==> config.mk <==
export PLATFORM = sky130hd
export DESIGN_NAME = sram_line_ctrl
export DESIGN_NICKNAME = d
export VERILOG_FILES = /design/src/rtl/mem_pkg.sv /design/src/rtl/sram_acc_timer.sv /design/src/rtl/sram_line_ctrl.sv
export SDC_FILE = /design/constraint.sdc
export NUM_CORES = 1
export LEC_CHECK = 0
export ABC_AREA = 1
export CAP_MARGIN = 20
export CORE_UTILIZATION = 54
export CTS_CLUSTER_SIZE = 30
export DETAILED_ROUTE_END_ITERATION = 6
export PLACE_DENSITY = 0.9
export SETUP_SLACK_MARGIN = 0.05
export SLEW_MARGIN = 40
export SYNTH_ARGS = -nofsm -noshare
export SYNTH_HDL_FRONTEND = slang
export SYNTH_SLANG_ARGS = --single-unit
==> constraint.sdc <==
create_clock -name clk -period 2.6 [get_ports clk]
set_input_delay 0.39 -clock clk [delete_from_list [all_inputs] [get_ports clk]]
set_output_delay 0.39 -clock clk [all_outputs]
set_load 0.02 [all_outputs]
==> src/rtl/mem_pkg.sv <==
// Shared definitions for the SRAM line controller slice.
// Provides the controller state encoding and the line/SRAM geometry constants.
package mem_pkg;

  typedef enum logic [1:0] {
    IDLE  = 2'd0,
    READ  = 2'd1,
    WRITE = 2'd2,
    DONE  = 2'd3
  } state_t;

  localparam int unsigned LINE_W      = 64;
  localparam int unsigned HW_PER_LINE = 4;
  localparam int unsigned SRAM_DW     = 16;

endpackage

==> src/rtl/sram_acc_timer.sv <==
// Per-access cycle timer for the SRAM line controller.
// Ports:
//   clk, rst  - clock, asynchronous active-low reset
//   start     - (re)load the counter: the next cycle is the first of a new access
//   last      - the current cycle is the last cycle of the access
//   last_nxt  - value 'last' will have in the next cycle (used to register we_n)
module sram_acc_timer #(
  parameter int unsigned ACC_CYC = 2
) (
  input  logic clk,
  input  logic rst,
  input  logic start,
  output logic last,
  output logic last_nxt
);

  localparam int unsigned CW = (ACC_CYC > 1) ? $clog2(ACC_CYC) : 1;
  localparam logic [CW-1:0] RELOAD = CW'(ACC_CYC - 1);

  logic [CW-1:0] cnt;

  always_ff @(posedge clk or negedge rst) begin
    if (!rst) begin
      cnt <= '0;
    end else if (start) begin
      cnt <= RELOAD;
    end else if (cnt != '0) begin
      cnt <= cnt - CW'(1);
    end
  end

  assign last     = (cnt == '0);
  assign last_nxt = start ? (RELOAD == '0) : (cnt <= CW'(1));

endmodule

==> src/rtl/sram_line_ctrl.sv <==
// Memory-side stage behind the data cache.
// Read miss: fetches a 64-bit line as 4 halfword SRAM reads, then strobes line_valid.
// Store: writes one 32-bit word through to SRAM as 2 halfword writes, then strobes wr_done.
// busy freezes the pipeline for the duration of every access.
// Ports:
//   clk, rst               - clock, asynchronous active-low reset
//   rd_req, wr_req         - read-miss / store request (wr_req wins when both are set)
//   addr, wr_data          - byte address and store word, latched at request
//   busy                   - pipeline freeze
//   line_valid, line_data  - one-cycle line strobe and assembled line
//   wr_done                - one-cycle store-complete strobe
//   sram_*                 - external 16-bit SRAM interface (active-low controls)
module sram_line_ctrl
  import mem_pkg::*;
#(
  parameter int unsigned SRAM_AW = 18,
  parameter int unsigned ACC_CYC = 2
) (
  input  logic                 clk,
  input  logic                 rst,
  input  logic                 rd_req,
  input  logic                 wr_req,
  input  logic [SRAM_AW:0]     addr,
  input  logic [31:0]          wr_data,
  output logic                 busy,
  output logic                 line_valid,
  output logic [LINE_W-1:0]    line_data,
  output logic                 wr_done,
  output logic [SRAM_AW-1:0]   sram_addr,
  output logic [SRAM_DW-1:0]   sram_dq_o,
  input  logic [SRAM_DW-1:0]   sram_dq_i,
  output logic                 sram_dq_oe,
  output logic                 sram_ce_n,
  output logic                 sram_oe_n,
  output logic                 sram_we_n
);

  state_t              state;
  logic [SRAM_AW-2:0]  addr_q;    // addr[SRAM_AW:2]
  logic [15:0]         wr_hi_q;
  logic [1:0]          hw;
  logic [LINE_W-1:0]   line_buf;

  logic req;
  logic acc_start;
  logic final_acc;
  logic last;
  logic last_nxt;
  logic we_n_nxt;

  // Byte offset within a word never selects a halfword.
  logic unused_addr_bits;
  assign unused_addr_bits = ^addr[1:0];

  assign req  = rd_req | wr_req;
  assign busy = ((state == IDLE) && req) || (state == READ) || (state == WRITE);

  always_comb begin
    acc_start = 1'b0;
    final_acc = (state == READ) ? (hw == 2'd3) : (hw == 2'd1);
    case (state)
      IDLE:        acc_start = req;
      READ, WRITE: acc_start = last && !final_acc;
      default:     acc_start = 1'b0;
    endcase
  end

  // we_n is registered, so it is computed from the timer's next-cycle view:
  // low on all but the last cycle of a write access (always low for 1-cycle access).
  assign we_n_nxt = (ACC_CYC == 1) ? 1'b0 : last_nxt;

  sram_acc_timer #(
    .ACC_CYC (ACC_CYC)
  ) u_timer (
    .clk      (clk),
    .rst      (rst),
    .start    (acc_start),
    .last     (last),
    .last_nxt (last_nxt)
  );

  always_ff @(posedge clk or negedge rst) begin
    if (!rst) begin
      state      <= IDLE;
      addr_q     <= '0;
      wr_hi_q    <= '0;
      hw         <= '0;
      line_buf   <= '0;
      line_valid <= 1'b0;
      line_data  <= '0;
      wr_done    <= 1'b0;
      sram_addr  <= '0;
      sram_dq_o  <= '0;
      sram_dq_oe <= 1'b0;
      sram_ce_n  <= 1'b1;
      sram_oe_n  <= 1'b1;
      sram_we_n  <= 1'b1;
    end else begin
      line_valid <= 1'b0;
      wr_done    <= 1'b0;
      case (state)
        IDLE: begin
          if (req) begin
            addr_q    <= addr[SRAM_AW:2];
            wr_hi_q   <= wr_data[31:16];
            hw        <= '0;
            sram_ce_n <= 1'b0;
            if (wr_req) begin
              state      <= WRITE;
              sram_addr  <= {addr[SRAM_AW:2], 1'b0};
              sram_dq_o  <= wr_data[15:0];
              sram_dq_oe <= 1'b1;
              sram_oe_n  <= 1'b1;
              sram_we_n  <= we_n_nxt;
            end else begin
              state      <= READ;
              sram_addr  <= {addr[SRAM_AW:3], 2'b00};
              sram_dq_oe <= 1'b0;
              sram_oe_n  <= 1'b0;
              sram_we_n  <= 1'b1;
            end
          end
        end

        READ: begin
          if (last) begin
            case (hw)
              2'd0:    line_buf[47:32] <= sram_dq_i;
              2'd1:    line_buf[63:48] <= sram_dq_i;
              2'd2:    line_buf[15:0]  <= sram_dq_i;
              default: ;
            endcase
            if (hw == 2'd3) begin
              state      <= DONE;
              line_valid <= 1'b1;
              line_data  <= {line_buf[63:32], sram_dq_i, line_buf[15:0]};
              sram_ce_n  <= 1'b1;
              sram_oe_n  <= 1'b1;
            end else begin
              hw        <= hw + 2'd1;
              sram_addr <= {addr_q[SRAM_AW-2:1], hw + 2'd1};
            end
          end
        end

        WRITE: begin
          if (last && hw == 2'd1) begin
            state      <= DONE;
            wr_done    <= 1'b1;
            sram_ce_n  <= 1'b1;
            sram_we_n  <= 1'b1;
            sram_dq_oe <= 1'b0;
          end else begin
            sram_we_n <= we_n_nxt;
            if (last) begin
              hw        <= 2'd1;
              sram_addr <= {addr_q, 1'b1};
              sram_dq_o <= wr_hi_q;
            end
          end
        end

        default: state <= IDLE;  // DONE: single strobe cycle
      endcase
    end
  end

endmodule

==> impl_results.md, run 1 <==
- Die area: 0.01494 mm2
- Hold Crit Class: reg2reg
- Setup-failing EPs final: 0
- Max-Cap Viols: 0
- Synthesized flop and latch total: 189
- Worst vdd ir: 1.042 mV
- Req. time, crit path: 2210 ps
- Worst setup SP type: register
- DRT iter0 DRCs: ~530
- Total CTS buffers: 17
- Vias per std cell: 5.306
- Slew @ Worst Pin: 618.2 ps
- PortBufs: 173
- Antenna violations before repair: 0
- Setup TNS: 0 ps
- Buf/Inv on CP: 2
- Routed via count: 6680
- P_int: slightly below 8 mW
- RSZ-0062 raised after global routing: no
- Antenna-violating nets left: 0
- Crit-path leading delay family: buffers and inverters
- Layout filler cell count: 1004
- Top cell type's share of synthesized area: 0.5964
- FMAX: 416.1 MHz
- IO Pins: between 150 and 200
- H-tree levels: 4
- Antenna Cells: 0
- Fin util: 0.7407
- R2R Setup Slk: 460 ps
- Critical path fanouts, max: 9
- Arrival time of the worst setup path: 2010 ps
- Clk_skew: 5.670 ps
- Global route overflow: 0
- Slowest-stage cell, CP: clkdlybuf4s50_1
- Synth cell types: 23
- Tcrit/Tclk final: 0.9243
- Drt wl/cell: approximately 15 um
- Comb power frac: 0.409
- Crit path time final: 2403 ps
- Share of cells above drive strength 1: 0.06117
- Status: complete, no violations
- Cell taking the most area after synthesis: dfrtp_1
- Global-route wire length before repair: 31460 um
- CTS tree: done
- Synthesized netlist cell count: 903
- Post-place instance area: around 0.0097 mm2
- Sw Ratio: 0.3849
- GRT Total Usage: 0.2768
- CP endpoint kind: output pin
- Total power: between 10 and 15 mW
- Largest net degree at the start of global routing: 76
- Initial DRT Pass Iterations: 5
- Design area: 0.01036 mm2
- Crit Path Class: reg2out
- Die Ht: 122.2 um
- Clk sinks: 189
- # rows: 43
- Critical path's largest stage delay: 600 ps
- Clock slew at reported path FFs: roughly 70 ps
- Max-slew violations: 0
- Synth Net Count: between 900 and 1000
- Area contributors post-synth: dfrtp_1 (60%), nand2_1 (20%), o21ai_0 (5.5%)
- Routability congestion estimate: between 0.8 and 0.9
- Starting density of the core: 0.5579
- Synth Area per Inst: 8.642 um2
- Clock buffer depth: 2
- NumNets Final: 1145
- Core box area: 0.01399 mm2
- Root Buffer: clkbuf_16
- Final hold viol count: 0
- Warnings, synthesis: 0
- Vias in the first global route: 6266
- Pleak: 5.274 nW
- Residual DRC: 0
- Final WL: 19480 um
- Clk pwr share: 0.212
- Share of power burned in registers: 0.378
- Pwr dens: 1222 mW/mm2
- Die Span X: 122.2 um
- Critical path, cell by cell: inv_1 > ha_2 > nor2_2 > nand2_1 > clkdlybuf4s50_1
- Slew margin rel.: 0.5878
- Clk Latency, worst-skew pair: approximately 430 ps
- Post-route worst hold slack: about 470 ps
- P_sw: 4.874 mW
- Area grow syn2layout: 32.77%
- Dpl hpwl: 12850 um
- Post-synthesis sequential area ratio: 0.6065
- Synthesized area: 0.007804 mm2
## cells by family (layout without fill, tap and decap cells)
kind of cell | after synthesis | after routing | share of synthesized area
AOI/OAI and AO/OA | 125 | 125 | 0.08546
and+or+nand+nor | 467 | 467 | 0.2344
adders and majority gates | 8 | 8 | 0.01283
buffers and inverters | 114 | 290 | 0.06077
DFF | 189 | 189 | 0.6065
## layout make-up
cell class / instances / area, um2 / share of cell area
Clock buffer: 21 / 480.5 / 0.04637
Multi-Input combinational cell: 600 / 2614 / 0.2523
Clock inverter: 11 / 138.9 / 0.01340
Timing Repair Buffer: 193 / 1926 / 0.1858
Tap cell: 180 / 225.2 / 0.02174
Sequential cell: 189 / 4733 / 0.4568
Inverter: 65 / 244.0 / 0.02355
## sequential cells by signal, indices dropped and copies added (netlist names), 2 cells and up
name,count
line_data,64
line_buf,48
sram_addr,18
addr_q,17
sram_dq_o,16
wr_hi_q,16
state,2
## per-stage QoR
step           setup WS (ps)  std cells
6_report               196.9       1259
2_1_floorplan          896.8        903
4_1_cts                102.5       1259
5_1_grt                132.1       1259
3_5_place_dp           371.4       1226
3_3_place_gp           98.45       1226
## power by group through the flow
| stage | Combinational (mW) | Sequential, mW | Clock [mW] |
|---|---|---|---|
| CTS | 5.17 | 4.78 | 2.71 |
| detailed placement | 5.12 | 4.80 | 0 |
| global placement | 4.87 | 4.76 | 0 |
| floorplan | 2.66 | 5.27 | 0 |
| finish | 5.18 | 4.79 | 2.69 |
| global route | 5.74 | 4.92 | 2.83 |
## placed cells by master (no fill, tap or decap)
| cell | n |
|---|---|
| ha_2 | 2 |
| nor2_2 | 1 |
| nor2_1 | 10 |
| inv_1 | 63 |
| ha_1 | 6 |
| buf_12 | 3 |
| dfrtp_1 | 186 |
| a21oi_4 | 2 |
| clkdlybuf4s50_1 | 172 |
| o21ai_0 | 85 |
| nand2_1 | 407 |
| dlygate4sd3_1 | 1 |
| a21oi_1 | 5 |
| nand2_2 | 2 |
| o21ai_1 | 15 |
| inv_2 | 2 |
| clkbuf_16 | 17 |
| nand3b_1 | 2 |
| clkbuf_8 | 5 |
| a21oi_2 | 1 |
| nor2_4 | 1 |
| clkinvlp_4 | 2 |
| buf_4 | 16 |
| clkinv_2 | 5 |
| nand3_1 | 41 |
| a21boi_0 | 1 |
| o22ai_1 | 16 |
| dfstp_2 | 3 |
| nand4_1 | 3 |
| bufinv_16 | 3 |
| clkinv_4 | 1 |
## path summary, 6_finish.rpt
check	cells past startpoint	start	endpoint
worst min-delay path	2	wr_hi_q[8]$_DFFE_PN0P_	wr_hi_q[8]$_DFFE_PN0P_
worst min register to register	2	wr_hi_q[8]$_DFFE_PN0P_	wr_hi_q[8]$_DFFE_PN0P_
max in group asynchronous	3	rst	sram_oe_n$_DFFE_PN1P_
min in group asynchronous	2	rst	line_buf[52]$_DFFE_PN0P_
worst max-delay path	5	state[1]$_DFFE_PN0P_	busy
worst max register to register	8	state[1]$_DFFE_PN0P_	sram_addr[7]$_DFFE_PN0P_
## synthesized netlist by cell type
cell and count:
a21oi_4 1, nand3_1 41, nor2_2 2, dfrtp_1 186, nand4_1 3, a21oi_2 2
o21ai_0 85, a21oi_1 5, nand3b_1 2, a21boi_0 1, nor2_1 10, o22ai_1 16
buf_1 2, clkbuf_1 24, dfstp_2 3, inv_1 63, buf_2 16, nand2_2 2
nand2_1 407, ha_1 8, o21ai_1 15, buf_4 7, inv_2 2
## routing by layer
metal  vias up  GRT usage  wire (um)
met2       295     0.4628       9822
met3        38    0.06227       1391
met1      3202     0.3542       7847
met4         0    0.09985        420
li1       3145          -          -
met5         -          0          0
## worst min-delay path, stage by stage (launching register included)
cell	delay, ps
dfrtp_1	340
nand2_1	50
nand2_1	50
## what timing repair did
item | CTS | global route
hold buffers | 1 | 0
resized for setup | 0 | 2
endpoints found under the hold margin | 1 | 0
endpoints found under the setup margin | 0 | 1
setup buffers | 0 | 0
Power figures use the tool's default switching activity.
==> inputs of run 2 (changes only) <==
--- a/config.mk
+++ b/config.mk
@@ -7,10 +7,11 @@
 export LEC_CHECK = 0
 export ABC_AREA = 1
 export CAP_MARGIN = 20
-export CORE_UTILIZATION = 54
+export CORE_UTILIZATION = 45
+export CTS_BUF_LIST = sky130_fd_sc_hd__clkbuf_16
 export CTS_CLUSTER_SIZE = 30
 export DETAILED_ROUTE_END_ITERATION = 6
-export PLACE_DENSITY = 0.9
+export PLACE_DENSITY = 0.81
 export SETUP_SLACK_MARGIN = 0.05
 export SLEW_MARGIN = 40
 export SYNTH_ARGS = -nofsm -noshare
==> constraint.sdc (replaced) <==
create_clock -name clk -period 2.1 [get_ports clk]
set_input_delay 0.315 -clock clk [delete_from_list [all_inputs] [get_ports clk]]
set_output_delay 0.315 -clock clk [all_outputs]
set_load 0.02 [all_outputs]
==> impl_results.md, run 2 (same netlist as run 1, synthesis figures left out) <==
- Status: complete, no violations
- Critical path fanouts, max: 3
- Final WL: 19040 um
- Post-place instance area: 0.009892 mm2
- Antenna Cells: 0
- Worst vdd ir: roughly 1.1 mV
- Crit path time final: 1975 ps
- Clk sinks: 189
- Post-route worst hold slack: about 400 ps
- Arrival time of the worst setup path: 1660 ps
- Global-route wire length before repair: around 31000 um
- Fin util: 0.6277
- Leading cell type in the layout, fill and taps excluded: nand2_1
- Dpl hpwl: 12760 um
- Buf/Inv on CP: 2
- Share of cells above drive strength 1: 0.06532
- Worst path most repeated cell: nand2_1
- Area grow syn2layout: 34.81%
- Reg with most FFs: line_data
- Setup-failing EPs final: 0
- Pwr dens: 1479 mW/mm2
- DRT iter0 DRCs: between 300 and 400
- Drt wl/cell: 14.57 um
- Pleak: 5.313 nW
- Critical path, cell by cell: inv_1 > ha_1 > nand2_1 > nand2_1 > clkdlybuf4s15_1
- GRT Total Usage: 0.2268
- Final hold viol count: 0
- FF-to-FF End: sram_addr[2]$_DFFE_PN0P_
- Vias in the first global route: 6105
- Largest register FFs: 64
- Vias per std cell: just under 5
- IO Pins: 176
- Total CTS buffers: 17
- Register-to-Register Path Depth: 8
- Post-Layout Cell Count: 1307
- Hold Crit Class: in2async
- Starting density of the core: 0.4656
- R2R Setup Slk: 280 ps
- Design area: 0.01052 mm2
- Placed cell count: 1274
- CTS tree: done
- Clk Latency, worst-skew pair: 430 ps
- Tcrit/Tclk final: 0.9406
- CP endpoint kind: output pin
- Global route overflow: 0
- Die area: 0.01787 mm2
- Clock buffer depth: 2
- Reg-to-reg startpoint: state[0]$_DFFE_PN0P_
- PortBufs: 173
- Die Span X: between 100 and 150 um
- Die Ht: 133.7 um
- Root Buffer: clkbuf_16
- Core box area: 0.01676 mm2
- Req. time, crit path: 1780 ps
- Slew @ Worst Pin: 466.0 ps
- NumNets Final: 1154
- Crit-path leading delay family: buffers and inverters
- Worst setup SP type: register
- Residual DRC: 0
- Routability congestion estimate: 0.8388
- H-tree levels: 4
- Routed via count: approximately 6400
- # rows: 47
- Critical path's largest stage delay: roughly 400 ps
- Slew margin rel.: 0.6893
- Initial DRT Pass Iterations: 5
- Slowest-stage cell, CP: dfrtp_1
- Biggest regs: line_data (64), line_buf (48), sram_addr (18)
- Antenna violations before repair: 0
- Clk_skew: 8.849 ps
- Crit Path Class: reg2out
- Antenna-violating nets left: 0
- RSZ-0062 raised after global routing: no
- Max-slew violations: 0
- Most frequent cells in the layout: nand2_1 (407), dfrtp_1 (186), clkdlybuf4s50_1 (171), o21ai_0 (85), inv_1 (63)
- Largest net degree at the start of global routing: 53
- Setup TNS: 0 ps
- Max-Cap Viols: 0
- FMAX: 506.3 MHz
- Clock slew at reported path FFs: about 70 ps
-- run 2: layout make-up --
type                            count  area [um2]
Multi-Input combinational cell    600        2614
Timing Repair Buffer              202        2059
Tap cell                          220       275.3
Sequential cell                   189        4733
Inverter                           65       244.0
Clock buffer                       17       425.4
Fill cell                        1413        6240
Clock inverter                     14       168.9
-- run 2: worst max-delay path by stage --
stage,endpoint,cells after the start,startpoint,slack (ps)
after floorplan,busy,5,state[0]$_DFFE_PN0P_,470
after global placement,busy,6,wr_req,70
after detailed placement,busy,6,wr_req,30
after CTS,busy,5,state[0]$_DFFE_PN0P_,90
after global routing,busy,5,state[1]$_DFFE_PN0P_,50
final,busy,5,state[1]$_DFFE_PN0P_,120
-- run 2: per-layer routing --
layer / global-route usage / vias to the layer above / share of wire
met1: 0.2951 / 2986 / 0.43
met5: 0 / - / 0
met4: 0.07197 / 0 / 0.013
met2: 0.3811 / 198 / 0.50
li1: - / 3170 / -
met3: 0.04566 / 18 / 0.055
-- run 2: where the power goes --
| part | switching, mW | internal [mW] | total (mW) |
|---|---|---|---|
| logic | 3.75 | 2.64 | 6.39 |
| registers | 0.786 | 5.10 | 5.88 |
| clock network | 1.42 | 1.87 | 3.29 |
-- run 2: worst register-to-register path, cell delays in order, from the launching register on --
cell,delay [ps]
dfrtp_1,390
buf_4,160
ha_1,240
inv_1,120
nand2_1,80
a21oi_2,220
nand2_2,290
nand2_1,150
nand2_1,60
-- run 2: repair_timing --
action	4_1_cts	5_1_grt
resized for setup	3	2
endpoints found under the hold margin	43	0
buffers inserted	0	1
pin swaps	0	0
hold buffers	1	0
endpoints found under the setup margin	1	20
-- run 2: stage by stage --
stage                     power [mW]  setup slack, ps
final                          15.56            124.8
after global routing           16.65            50.20
after CTS                      15.60            86.97
after detailed placement       12.27            34.30
after global placement         12.06            65.26
after floorplan                9.814            471.8
==> edit (config.mk and constraints of run 2) <==
The parameter `SRAM_AW` goes from 18 to 36.
--- a/src/rtl/sram_line_ctrl.sv
+++ b/src/rtl/sram_line_ctrl.sv
@@ -15,3 +15,3 @@
 #(
-  parameter int unsigned SRAM_AW = 18,
+  parameter int unsigned SRAM_AW = 36,
   parameter int unsigned ACC_CYC = 2
Ports: changed (resized addr and sram_addr); port bits go from 176 to 212. No check against the original RTL was run, so the function may have changed too.
==> edit against run 2 <==
First-iteration DRC count rose by 32%; final cell count increased by 18%; design area increased by 19%; worst setup slack got worse by 0.037 ns; power up 27%; sequential cell count grew 36; area after synthesis increased by 20%; routed wire length rose by 18%; sequential share of layout area decreased by 0.071 points; critical path type unchanged; largest cell class unchanged.
==> edit: results (changes against run 2) <==
[detailed_routing]
vias=7693  ; +21%
drtPass1Iterations=5  ; unchanged
drtIter0Drc=518  ; +32%
routedWlPerCell_um=14.6  ; +0.21%

[layout]
drive_gt1_frac=0.0616  ; -0.00371
insertedDiodeCount=0  ; unchanged
n_fill_cell=1708  ; +21%
layout.nets=1345  ; +17%
top_regs=line_data x64, line_buf x48, sram_addr x36

[cts]
cts_buffers=24  ; +7
clk_latency_ns=0.51  ; +0.08 ns
clockBufferDepth=3  ; +1
clkSlewWorstSetupHoldPaths_ns=0.06
cts-root-buf=clkbuf_16
post_cts.repair.setup_buffers=0  ; unchanged
htreeDepth=1  ; -3

[placement]
place.gp.congestion=0.836  ; -0.35%
portBuffers=209  ; +21%
dp_hpwl_um=14900  ; +17%

[setup_path]
worstPathMaxFanout=2  ; -1
cp.arrival_ns=1.70  ; +0.04 ns
max_stage_delay_ns=0.66  ; +0.26 ns
slowest_stage=clkdlybuf4s50_1
critPathTopFamily=buffers and inverters

[global_routing]
grt_pass1_wl_um=37300  ; +19%
grt_pass1_vias=7429  ; +22%
grt_max_degree=86  ; +62%
antenna_found_initial=0  ; unchanged
track_usage=0.214  ; -0.0131

[logic_synthesis]
synth_common_cells=nand2_1 (429), dfrtp_1 (222), o21ai_0 (95)
yosysUniqueCellTypes=25  ; +8.7%
synthArstFlopShare=1.00  ; unchanged
synthFlopType=dfrtp_1
ys_seq_area_frac=0.600  ; -0.00614
yosys_warnings=0  ; unchanged
synth_nets=1147  ; +17%
synthTopCellsByArea=dfrtp_1 (59%), nand2_1 (17%), o21ai_0 (5.1%)

[timing]
final_max_slew_viol_count=0  ; unchanged
fin_skew_ns=0.0113  ; +0.00249 ns
worst_pin_slew_ns=0.789  ; +0.323 ns

[pwr]
vdd_drop_max_mv=1.12  ; -1.9%
p_leak_nw=6.24  ; +17%

[status]
status=finished, final reports clean

[worst_hold_path]
hp-class=input port to async pin

[die]
start_util=0.461  ; -0.00482

[edit: area by class of cell]
| class | instances | share of cell area |
|---|---|---|
| clock buffer | 25 | 0.0499 |
| clock inverter | 19 | 0.0117 |
| inverter | 66 | 0.0198 |
| multi-input combinational | 695 | 0.251 |
| sequential | 225 | 0.449 |
| tap | 270 | 0.0269 |
| timing repair buffer | 236 | 0.191 |
[edit: metal layers]
| layer | vias up | track usage | share of wire |
|---|---|---|---|
| met3 | 26 | 0.0494 | 0.073 |
| met5 | - | 0 | 0 |
| li1 | 3740 | - | - |
| met2 | 249 | 0.356 | 0.48 |
| met4 | 0 | 0.0469 | 0.014 |
| met1 | 3678 | 0.285 | 0.43 |
[edit: timing repair]
| item | CTS | global route |
|---|---|---|
| pin swaps | 0 | 0 |
| gates resized for setup | 3 | 3 |
| hold endpoints to repair | 59 | 0 |
| gates cloned | 0 | 0 |
| setup endpoints to repair | 1 | 3 |
| hold buffers | 1 | 0 |
[edit: logic make-up (layout without fill, tap and decap cells)]
| logic type | count (synthesis) | in the layout | share of synthesized area |
|---|---|---|---|
| AO/OA/AOI/OAI | 161 | 161 | 0.0907 |
| buffers and inverters | 130 | 346 | 0.0653 |
| flip-flops | 225 | 225 | 0.600 |
| AND/OR/NAND/NOR | 510 | 510 | 0.216 |
| multiplexers | 16 | 16 | 0.0171 |
| adder cells (fa/ha/maj) | 8 | 8 | 0.0107 |
[edit: final timing paths]
path	from	endpoint	slack, ns	cells past startpoint
setup / recovery	sram_ce_n	sram_ce_n	0.09	1
max in group asynchronous	rst	line_data[2]	1.05	3
min in group clk	wr_data[17]	wr_hi_q[1]	0.37	3
setup reg to reg	state[1]	sram_addr[33]	0.18	7
hold / removal	rst	addr_q[18]	0.35	2
hold reg to reg	sram_ce_n	sram_ce_n	0.47	2
[edit: through the flow]
stage / worst slack, ns / hold slack (ns) / instances / instance area, um^2 / utilization
after floorplan: 0.461 / 0.0194 / 1050 / 9380 / -
after global placement: 0.0748 / 0.306 / 1491 / 11800 / 0.577
after detailed placement: 0.0767 / 0.306 / 1491 / 11800 / 0.577
after CTS: 0.0698 / 0.352 / 1536 / 12500 / 0.616
after global routing: 0.0612 / 0.367 / 1536 / 12500 / 0.616
final: 0.0879 / 0.350 / 1536 / 12500 / 0.616
[edit: power by group]
| part | internal [W] | switching [W] | total (W) |
|---|---|---|---|
| Sequential | 0.00615 | 0.00102 | 0.00717 |
| Combinational | 0.00350 | 0.00494 | 0.00844 |
| Clock | 0.00241 | 0.00170 | 0.00411 |
